### src/rtl/mips_pkg.sv
// Shared types and encodings for the multicycle MIPS control unit.
package mips_pkg;

    typedef enum logic [3:0] {
        StFetch1,
        StFetch2,
        StFetch3,
        StFetch4,
        StDecode,
        StMemAdr,
        StLbRd,
        StLbWr,
        StSbWr,
        StRtypeEx,
        StRtypeWr,
        StBeqEx,
        StJEx,
        StAddiEx,
        StAddiWr
    } state_e;

    localparam logic [5:0] OpLb    = 6'b100000;
    localparam logic [5:0] OpSb    = 6'b101000;
    localparam logic [5:0] OpRtype = 6'b000000;
    localparam logic [5:0] OpBeq   = 6'b000100;
    localparam logic [5:0] OpJ     = 6'b000010;
    localparam logic [5:0] OpAddi  = 6'b001000;

    localparam logic [5:0] FunctAdd = 6'b100000;
    localparam logic [5:0] FunctSub = 6'b100010;
    localparam logic [5:0] FunctAnd = 6'b100100;
    localparam logic [5:0] FunctOr  = 6'b100101;
    localparam logic [5:0] FunctSlt = 6'b101010;

    localparam logic [2:0] AluAdd = 3'b010;
    localparam logic [2:0] AluSub = 3'b110;
    localparam logic [2:0] AluAnd = 3'b000;
    localparam logic [2:0] AluOr  = 3'b001;
    localparam logic [2:0] AluSlt = 3'b111;

    localparam logic [1:0] AluOpAdd   = 2'b00;
    localparam logic [1:0] AluOpSub   = 2'b01;
    localparam logic [1:0] AluOpFunct = 2'b10;

    localparam logic [1:0] SrcbReg    = 2'b00;
    localparam logic [1:0] SrcbOne    = 2'b01;
    localparam logic [1:0] SrcbImm    = 2'b10;
    localparam logic [1:0] SrcbBranch = 2'b11;

    localparam logic [1:0] PcAlu    = 2'b00;
    localparam logic [1:0] PcAluOut = 2'b01;
    localparam logic [1:0] PcJump   = 2'b10;

endpackage

### src/rtl/mips_controller_if.sv
// Controller <-> datapath signal bundle; the controller is the master.
interface mips_controller_if;
    logic [5:0] op;
    logic [5:0] funct;
    logic       zero;
    logic       pcen;
    logic       memread;
    logic       memwrite;
    logic       iord;
    logic [3:0] irwrite;
    logic       regdst;
    logic       memtoreg;
    logic       regwrite;
    logic       alusrca;
    logic [1:0] alusrcb;
    logic [2:0] alucont;
    logic [1:0] pcsource;
    logic       illegal_op;

    modport master (
        input  op, funct, zero,
        output pcen, memread, memwrite, iord, irwrite, regdst, memtoreg, regwrite,
        output alusrca, alusrcb, alucont, pcsource, illegal_op
    );

    modport slave (
        output op, funct, zero,
        input  pcen, memread, memwrite, iord, irwrite, regdst, memtoreg, regwrite,
        input  alusrca, alusrcb, alucont, pcsource, illegal_op
    );
endinterface

### src/rtl/mips_alu_decoder.sv
// Maps FSM aluop plus the R-type funct field to the ALU control code.
module mips_alu_decoder
    import mips_pkg::*;
(
    input  logic [1:0] aluop,
    input  logic [5:0] funct,
    output logic [2:0] alucont
);

    always_comb begin
        alucont = AluAdd;
        case (aluop)
            AluOpSub: alucont = AluSub;
            AluOpFunct: begin
                // Unknown funct codes fall back to add rather than trapping.
                case (funct)
                    FunctSub: alucont = AluSub;
                    FunctAnd: alucont = AluAnd;
                    FunctOr:  alucont = AluOr;
                    FunctSlt: alucont = AluSlt;
                    default:  alucont = AluAdd;
                endcase
            end
            default: alucont = AluAdd;
        endcase
    end

endmodule

### src/rtl/mips_controller.sv
// Multicycle Moore control FSM for the 8-bit MIPS core (byte-wide fetch).
module mips_controller
    import mips_pkg::*;
(
    input  logic              clk,
    input  logic              reset,
    mips_controller_if.master ctl
);

    state_e state_q, state_d;

    logic       pcwrite, pcwritecond, aluen;
    logic       memread, memwrite, iord, regdst, memtoreg, regwrite, alusrca, illegal_op;
    logic [3:0] irwrite;
    logic [1:0] alusrcb, pcsource, aluop;
    logic [2:0] alu_dec;

    always_ff @(posedge clk) begin
        if (reset) state_q <= StFetch1;
        else       state_q <= state_d;
    end

    always_comb begin
        state_d     = StFetch1;
        pcwrite     = 1'b0;
        pcwritecond = 1'b0;
        aluen       = 1'b0;
        aluop       = AluOpAdd;
        memread     = 1'b0;
        memwrite    = 1'b0;
        iord        = 1'b0;
        irwrite     = 4'b0000;
        regdst      = 1'b0;
        memtoreg    = 1'b0;
        regwrite    = 1'b0;
        alusrca     = 1'b0;
        alusrcb     = SrcbReg;
        pcsource    = PcAlu;
        illegal_op  = 1'b0;

        unique case (state_q)
            StFetch1, StFetch2, StFetch3, StFetch4: begin
                memread = 1'b1;
                alusrcb = SrcbOne;
                aluen   = 1'b1;
                pcwrite = 1'b1;
                unique case (state_q)
                    StFetch1: begin irwrite = 4'b0001; state_d = StFetch2; end
                    StFetch2: begin irwrite = 4'b0010; state_d = StFetch3; end
                    StFetch3: begin irwrite = 4'b0100; state_d = StFetch4; end
                    default:  begin irwrite = 4'b1000; state_d = StDecode; end
                endcase
            end
            StDecode: begin
                alusrcb = SrcbBranch;
                aluen   = 1'b1;
                case (ctl.op)
                    OpLb, OpSb: state_d = StMemAdr;
                    OpRtype:    state_d = StRtypeEx;
                    OpBeq:      state_d = StBeqEx;
                    OpJ:        state_d = StJEx;
                    OpAddi:     state_d = StAddiEx;
                    default:    illegal_op = 1'b1;
                endcase
            end
            StMemAdr: begin
                alusrca = 1'b1;
                alusrcb = SrcbImm;
                aluen   = 1'b1;
                if (ctl.op == OpLb)      state_d = StLbRd;
                else if (ctl.op == OpSb) state_d = StSbWr;
            end
            StLbRd: begin
                memread = 1'b1;
                iord    = 1'b1;
                state_d = StLbWr;
            end
            StLbWr: begin
                regwrite = 1'b1;
                memtoreg = 1'b1;
            end
            StSbWr: begin
                memwrite = 1'b1;
                iord     = 1'b1;
            end
            StRtypeEx: begin
                alusrca = 1'b1;
                aluen   = 1'b1;
                aluop   = AluOpFunct;
                state_d = StRtypeWr;
            end
            StRtypeWr: begin
                regdst   = 1'b1;
                regwrite = 1'b1;
            end
            StBeqEx: begin
                alusrca     = 1'b1;
                aluen       = 1'b1;
                aluop       = AluOpSub;
                pcwritecond = 1'b1;
                pcsource    = PcAluOut;
            end
            StJEx: begin
                pcwrite  = 1'b1;
                pcsource = PcJump;
            end
            StAddiEx: begin
                alusrca = 1'b1;
                alusrcb = SrcbImm;
                aluen   = 1'b1;
                state_d = StAddiWr;
            end
            StAddiWr: regwrite = 1'b1;
            default: ;
        endcase
    end

    mips_alu_decoder u_alu_decoder (
        .aluop   (aluop),
        .funct   (ctl.funct),
        .alucont (alu_dec)
    );

    // Reset masks every output in the same cycle so an abandoned instruction writes nothing.
    assign ctl.pcen       = ~reset & (pcwrite | (pcwritecond & ctl.zero));
    assign ctl.memread    = ~reset & memread;
    assign ctl.memwrite   = ~reset & memwrite;
    assign ctl.iord       = ~reset & iord;
    assign ctl.irwrite    = reset ? 4'b0000 : irwrite;
    assign ctl.regdst     = ~reset & regdst;
    assign ctl.memtoreg   = ~reset & memtoreg;
    assign ctl.regwrite   = ~reset & regwrite;
    assign ctl.alusrca    = ~reset & alusrca;
    assign ctl.alusrcb    = reset ? 2'b00 : alusrcb;
    assign ctl.alucont    = (reset || !aluen) ? 3'b000 : alu_dec;
    assign ctl.pcsource   = reset ? 2'b00 : pcsource;
    assign ctl.illegal_op = ~reset & illegal_op;

endmodule

### src/flat_wrapper.sv
// flat-port wrapper written by rule: the top's interface ports become plain ports
module mips_controller_flat import mips_pkg::*;
  (clk, reset, ctl_op, ctl_funct, ctl_zero, ctl_pcen, ctl_memread, ctl_memwrite, ctl_iord, ctl_irwrite, ctl_regdst, ctl_memtoreg, ctl_regwrite, ctl_alusrca, ctl_alusrcb, ctl_alucont, ctl_pcsource, ctl_illegal_op);
  mips_controller_if ctl_i ();
  input  logic clk;
  input  logic reset;
  input wire logic [$bits(ctl_i.op)-1:0] ctl_op;
  input wire logic [$bits(ctl_i.funct)-1:0] ctl_funct;
  input wire logic [$bits(ctl_i.zero)-1:0] ctl_zero;
  output wire logic [$bits(ctl_i.pcen)-1:0] ctl_pcen;
  output wire logic [$bits(ctl_i.memread)-1:0] ctl_memread;
  output wire logic [$bits(ctl_i.memwrite)-1:0] ctl_memwrite;
  output wire logic [$bits(ctl_i.iord)-1:0] ctl_iord;
  output wire logic [$bits(ctl_i.irwrite)-1:0] ctl_irwrite;
  output wire logic [$bits(ctl_i.regdst)-1:0] ctl_regdst;
  output wire logic [$bits(ctl_i.memtoreg)-1:0] ctl_memtoreg;
  output wire logic [$bits(ctl_i.regwrite)-1:0] ctl_regwrite;
  output wire logic [$bits(ctl_i.alusrca)-1:0] ctl_alusrca;
  output wire logic [$bits(ctl_i.alusrcb)-1:0] ctl_alusrcb;
  output wire logic [$bits(ctl_i.alucont)-1:0] ctl_alucont;
  output wire logic [$bits(ctl_i.pcsource)-1:0] ctl_pcsource;
  output wire logic [$bits(ctl_i.illegal_op)-1:0] ctl_illegal_op;
  assign ctl_i.op = ctl_op;
  assign ctl_i.funct = ctl_funct;
  assign ctl_i.zero = ctl_zero;
  assign ctl_pcen = ctl_i.pcen;
  assign ctl_memread = ctl_i.memread;
  assign ctl_memwrite = ctl_i.memwrite;
  assign ctl_iord = ctl_i.iord;
  assign ctl_irwrite = ctl_i.irwrite;
  assign ctl_regdst = ctl_i.regdst;
  assign ctl_memtoreg = ctl_i.memtoreg;
  assign ctl_regwrite = ctl_i.regwrite;
  assign ctl_alusrca = ctl_i.alusrca;
  assign ctl_alusrcb = ctl_i.alusrcb;
  assign ctl_alucont = ctl_i.alucont;
  assign ctl_pcsource = ctl_i.pcsource;
  assign ctl_illegal_op = ctl_i.illegal_op;
  mips_controller u_core (.clk(clk), .reset(reset), .ctl(ctl_i));
endmodule
### config.mk
export PLATFORM = sky130hd
export DESIGN_NAME = mips_controller_flat
export DESIGN_NICKNAME = d
export VERILOG_FILES = /design/src/rtl/mips_pkg.sv /design/src/rtl/mips_controller_if.sv /design/src/rtl/mips_alu_decoder.sv /design/src/rtl/mips_controller.sv /design/src/flat_wrapper.sv
export SDC_FILE = /design/constraint.sdc
export NUM_CORES = 1
export LEC_CHECK = 0
export CORE_MARGIN = 2
export CORE_UTILIZATION = 35
export DETAILED_ROUTE_END_ITERATION = 10
export HOLD_SLACK_MARGIN = 0.05
export PLACE_DENSITY = 0.78
export RECOVER_POWER = 25
export SETUP_SLACK_MARGIN = 0.5
export SKIP_LAST_GASP = 1
export SLEW_MARGIN = 20
export SYNTH_ARGS = -nofsm -noshare
export SYNTH_HDL_FRONTEND = slang
export SYNTH_HIERARCHICAL = 1
export SYNTH_SLANG_ARGS = --single-unit
### constraint.sdc
create_clock -name clk -period 2.5 [get_ports clk]
set_clock_uncertainty 0.1 [all_clocks]
set_input_delay 0.375 -clock clk [delete_from_list [all_inputs] [get_ports clk]]
set_output_delay 0.375 -clock clk [all_outputs]
set_load 0.03 [all_outputs]
**After elaboration in Yosys (flattened, before gate mapping)**

Index checks and enable logic that the tools add are counted.

- Register bits: 4
- Bits in latches: 0
- Memory bits (writable): 0
- Bits in read-only memories: 0
- Bits of input ports: 15
- Word-level logic and storage cells: 80
- Memories: 0

- Add/subtract/negate cells: 0
- Multiply operators: 0
- Divide/modulo/power cells: 0
- Order comparisons: 0
- Equal/unequal tests: 25
- Shift operators: 0
- Muxes and demuxes: 28
- Bitwise operators: 12
- Reductions and logical operators: 14

Operators with widths:

| kind | count |
|---|---|
| $eq A6 B6 Y1 const B | 6 |
| $eq A4 B4 Y1 const B | 7 |
| $pmux W4 S6 | 1 |
| $pmux W4 S5 | 1 |
| $eq A4 B3 Y1 const B | 4 |
| $mux W4 | 4 |
| $mux W1 | 12 |
| $pmux W3 S4 | 1 |
| $pmux W4 S3 | 1 |
| $and A1 B1 Y1 | 10 |
| $reduce_or A5 Y1 | 2 |
| $pmux W3 S3 | 1 |
| $reduce_or A9 Y1 | 1 |
| $eq A4 B2 Y1 const B | 2 |
| $pmux W2 S2 | 2 |
| $reduce_or A4 Y1 | 2 |
| $eq A6 B2 Y1 const B | 1 |
| $eq A6 B3 Y1 const B | 1 |
| $eq A6 B4 Y1 const B | 1 |
| $logic_not A6 Y1 | 1 |
| $pmux W2 S3 | 1 |
| $pmux W3 S2 | 1 |
| $reduce_or A2 Y1 | 3 |
| $reduce_or A6 Y1 | 1 |
| 11 further kinds | 12 |

**Logic depth before layout (Yosys ltp)**

- Depth after elaboration: 6
- Mapped depth: 8
- Gate-level depth less buffers: 7

**By module**

The synthesis kept the hierarchy.

Modules (own cells, without submodules):

| module | instances | cells an instance | area each (um^2) | sequential area each (um^2) |
|---|---|---|---|---|
| mips_controller | 1 | 84 | 551.8 | 80.1 |
| mips_alu_decoder | 1 | 15 | 118.9 | 0.0 |

**Worst setup path before layout**

OpenSTA, ideal clock, no wires.

- Path kind: register -> output
- Start: register u_core.state_q[2]
- End: output ctl_alusrca
- Arrival: 2.206 ns
- Data required time: 2.025 ns
- Setup slack: -0.181 ns
- Stages on the path, launching flop included: 4
- Path buffers: 1
- Path through: dfxtp_1 buf_2 nor2_1 a2111oi_0

- Cells in the longest elaborated chain, start to end: 4
- Elaborated cells between the ends (all ways): 7

RTL lines:

| item | RTL line | RTL |
|---|---|---|
| start, declared | mips_controller.sv:10 | `state_e state_q, state_d;` |
| start signal, assigned | mips_controller.sv:19 | `if (reset) state_q <= StFetch1;` |
| start signal, assigned | mips_controller.sv:20 | `else state_q <= state_d;` |
| $eq A4 B4 Y1 or $eq A4 B3 Y1 (tied branches) | mips_controller.sv:41 | `unique case (state_q)` |
| $reduce_or A4 Y1 (no line) (*) | - |  |
| $mux W1 (*) | mips_controller.sv:41 |  |
| $and A1 B1 Y1 (*) | mips_controller.sv:133 | `assign ctl.alusrca = ~reset & alusrca;` |
| end, declared | flat_wrapper.sv:18 | `output wire logic [$bits(ctl_i.alusrca)-1:0] ctl_alusrca;` |

Every way passes the cells marked *; elsewhere a longest branch is shown, timed or not.

**Worst setup path after layout**

- Start: register u_core.state_q[1]
- End: output ctl_alucont[2]

- Elaborated cells between the ends (all ways): 18

RTL lines:

| item | RTL line | RTL |
|---|---|---|
| $eq A4 B4 Y1 | mips_controller.sv:41 |  |
| $pmux W2 S2 (*) | mips_controller.sv:41 |  |
| named net u_core.aluop[1] | mips_controller.sv:15 | `logic [1:0] alusrcb, pcsource, aluop;` |
| $eq A2 B2 Y1 or $eq A2 B1 Y1 (tied branches) | mips_alu_decoder.sv:12 | `case (aluop)` |
| $pmux W3 S2 (*) | mips_alu_decoder.sv:12 |  |
| named net u_core.alu_dec[2] | mips_controller.sv:16 | `logic [2:0] alu_dec;` |
| $mux W3 (*) | mips_controller.sv:135 | `assign ctl.alucont = (reset \|\| !aluen) ? 3'b000 : alu_dec;` |
| end, declared | flat_wrapper.sv:20 | `output wire logic [$bits(ctl_i.alucont)-1:0] ctl_alucont;` |

Mark *: on every way through the listed nets, which the timed path passes. The rest lies on a longest branch.

==> impl_results.md <==
- Site Rows: 15
- Worst-path maximum fanout: 4
- H-tree Lvls: 1
- I/O pin count: 35
- F_max: 448 MHz
- Final period util: 89.4%
- Total power: 0.307 mW
- Synth Area in Compound Gates: 22.8%
- Clock buffer depth: 2
- Crit path DAT: 1760 ps
- Min-Delay Endpoint: u_core/state_q[0]$_SDFF_PP0_
- Crit path launch type: flip-flop
- Worst r2r src: u_core/state_q[1]$_SDFF_PP0_
- Syn Area/Cell: 6.77 um2
- Post-Syn Nets: 116
- Pins Over Slew Limit: 0
- Top flop regs: u_core/state_q: 4 flops
- Routability congestion estimate from global placement: 0.914
- Die area: 2280 um2
- Leakage Power: 0.470 nW
- Hold Path Cell Cnt: 2
- Dpl hpwl: 1.60 mm
- Avg WL per Cell: 16.1 um
- Core region area: 1760 um2
- Aggregate negative setup slack: 0 ps
- Worst Path Required: 2030 ps
- DR iter-0 viols: 34
- Hold WS: 536 ps
- Die height: 47.8 um
- Synth Area in Adders: 5.22%
- Sequential fraction of the synthesis area: 11.9%
- Initial antenna violation count: 0
- Largest register FFs: 4
- Area grow syn2layout: 90.3%
- Worst Tran Pin Value: 495 ps
- Overflow after GRT: 0
- Commonest cells after routing, fill and taps aside: 23 x buf_4, 12 x clkdlybuf4s50_1, 12 x nor2_1
- CP Capture Type: output port
- Placed cell count: 156
- Port Buffers: 34
- Reg clk slew, reported paths: 40 ps
- Worst-skew pair later-pin latency: 230 ps
- Via count: 954
- Largest register by flop count: u_core/state_q
- Largest family of logic cells by synthesized area: simple AND/OR/NAND/NOR gates
- Clock Sink Count: 4
- Final setup vio count: 0
- Final WL: 2.74 mm
- Register bit count reported by yosys: 4
- Power Dens Cells: 240 nW/um2
- N_diodes: 0
- Hold path start: u_core/state_q[0]$_SDFF_PP0_
- GR Util All Layers: 22.3%
- DRC viols: 0
- Initial Util: 38.0%
- Post-Synthesis Cells: 99
- Root buffer cell: clkbuf_4
- Die width: 47.8 um
- Netlist cell types: 39
- Hold Path Class: reg2reg
- RSZ-0062 raised after global routing: true
- Most common cell after layout, fill and taps aside: buf_4
- Num CTS Buffers: 3
- Via density: 5.61
- Hold violation count in the final report: 0
- Rel. slew slack: 66.8%
- FF-to-FF End: u_core/state_q[3]$_SDFF_PP0_
- First-pass GRT wire length: 3.64 mm
- Largest net degree at the start of global routing: 19
- Post-synthesis xor/xnor area fraction: 2.61%
- # nets final: 164
- Simple-gate share of the synthesized area: 48.9%
- Max cap viols: 0
- Share of layout cells above drive strength 1: 46.9%
- Reg2Reg Depth: 4
- Post-synthesis mux area share: 0%
- Area of the mapped netlist: 671 um2
- Vias in the first global route: 838
- Ys Warns: 6
- Flop2flop setup slack: 910 ps
- Drt pass-1 iters: 4
- Final ANT Viol Nets: 0
- Crit Path Class: reg2out
- Fillers: 148
- Maximum VDD drop: 178 uV
- Post-route minimum period: 2230 ps
- Hold_buf cts: 0
- Non-Filler Instances: 170
- TritonCTS clock tree: done
- Status: completed
[final cells by class]
| type | count | area [um2] | share of cell area, % |
|---|---|---|---|
| inverters | 5 | 18.8 | 1.47 |
| flip-flops and latches | 4 | 90.1 | 7.06 |
| multi-input cells | 83 | 681 | 53.3 |
| clock buffers | 3 | 22.5 | 1.76 |
| repair buffers | 50 | 433 | 33.9 |
| well taps | 25 | 31.3 | 2.45 |
[logic make-up (layout without fill, tap and decap cells)]
| family | after synthesis | in the layout |
|---|---|---|
| adders and majority gates | 3 | 3 |
| DFF | 4 | 4 |
| buffers and inverters | 12 | 58 |
| AOI/OAI and AO/OA | 23 | 23 |
| and+or+nand+nor | 55 | 55 |
| xor gates and xnor gates | 2 | 2 |
[repair_timing]
action / CTS / global route
endpoints found under the setup margin: 13 / 10
gates resized for setup: 31 / 13
gates cloned: 0 / 0
buffers inserted: 9 / 2
pin swaps: 7 / 6
[synthesized netlist by cell type]
cell type / number / area [um2]
nand4bb_1: 2 / 22.5
o21ai_0: 1 / 5.00
a2111oi_0: 1 / 8.76
a31oi_1: 6 / 37.5
nand3_1: 1 / 5.00
nor4b_1: 1 / 8.76
buf_2: 4 / 20.0
inv_1: 5 / 18.8
or3b_1: 1 / 8.76
or3_1: 1 / 6.26
o21a_1: 1 / 7.51
nor4b_4: 1 / 23.8
xor2_1: 1 / 8.76
nor2_1: 17 / 63.8
and3_1: 1 / 6.26
o32a_1: 1 / 10.0
clkbuf_1: 2 / 7.51
o22ai_1: 1 / 6.26
ha_1: 2 / 25.0
a211oi_1: 1 / 7.51
nor4_1: 3 / 18.8
o2bb2ai_1: 1 / 8.76
nand4bb_2: 1 / 16.3
and2_1: 3 / 18.8
maj3_1: 1 / 10.0
xnor2_1: 1 / 8.76
a211o_1: 1 / 8.76
nand3b_1: 1 / 7.51
o31a_1: 1 / 8.76
nand2b_1: 4 / 25.0
nand2_1: 4 / 15.0
nor3_1: 10 / 50.1
dfxtp_1: 4 / 80.1
nor2b_1: 2 / 12.5
or3_4: 1 / 11.3
nor3b_1: 1 / 7.51
o41ai_1: 1 / 8.76
a21oi_1: 7 / 35.0
buf_6: 1 / 11.3
[per-layer routing]
layer  wire length [um]  up-vias  track usage (%)
met3                168        8             2.64
met1               1000      433             26.6
li1                   -      461                -
met5                  0        -                0
met4                 19        0             4.86
met2               1540       52             41.9
[report_power, final]
part / internal, mW / leakage, nW / switching, mW
sequential: 0.0679 / 0.0350 / 0.00646
combinational: 0.0714 / 0.422 / 0.0829
clock: 0.0536 / 0.0138 / 0.0245
total: 0.193 / 0.470 / 0.114
[how the worst max path moves through the flow]
stage	start	end	slack (ps)	depth (start not counted)
after floorplan	u_core/state_q[1]$_SDFF_PP0_	ctl_alucont[0]	500	8
after global placement	ctl_zero	ctl_pcen	170	6
after detailed placement	ctl_zero	ctl_pcen	130	6
after CTS	u_core/state_q[2]$_SDFF_PP0_	ctl_alucont[0]	280	8
after global routing	u_core/state_q[0]$_SDFF_PP0_	ctl_alucont[2]	230	8
final	u_core/state_q[1]$_SDFF_PP0_	ctl_alucont[2]	270	7
[metrics by stage]
| stage | utilization, % | setup slack, ps | cell area [um2] |
|---|---|---|---|
| final | 72.3 | 266 | 1280 |
| after global routing | 72.3 | 227 | 1280 |
| after CTS | 69.1 | 281 | 1220 |
| after detailed placement | 59.1 | 128 | 1040 |
| after global placement | 59.1 | 169 | 1040 |
| after floorplan | - | 496 | 734 |
[critical path: stages, from the launching register on]
cell and delay, ps:
dfxtp_4 360, nand2b_4 160, nor2_4 120, ha_4 230
nand4bb_4 220, o22ai_2 160, and2_4 160, buf_6 120
No activity file was read; power rests on OpenSTA's default activity.
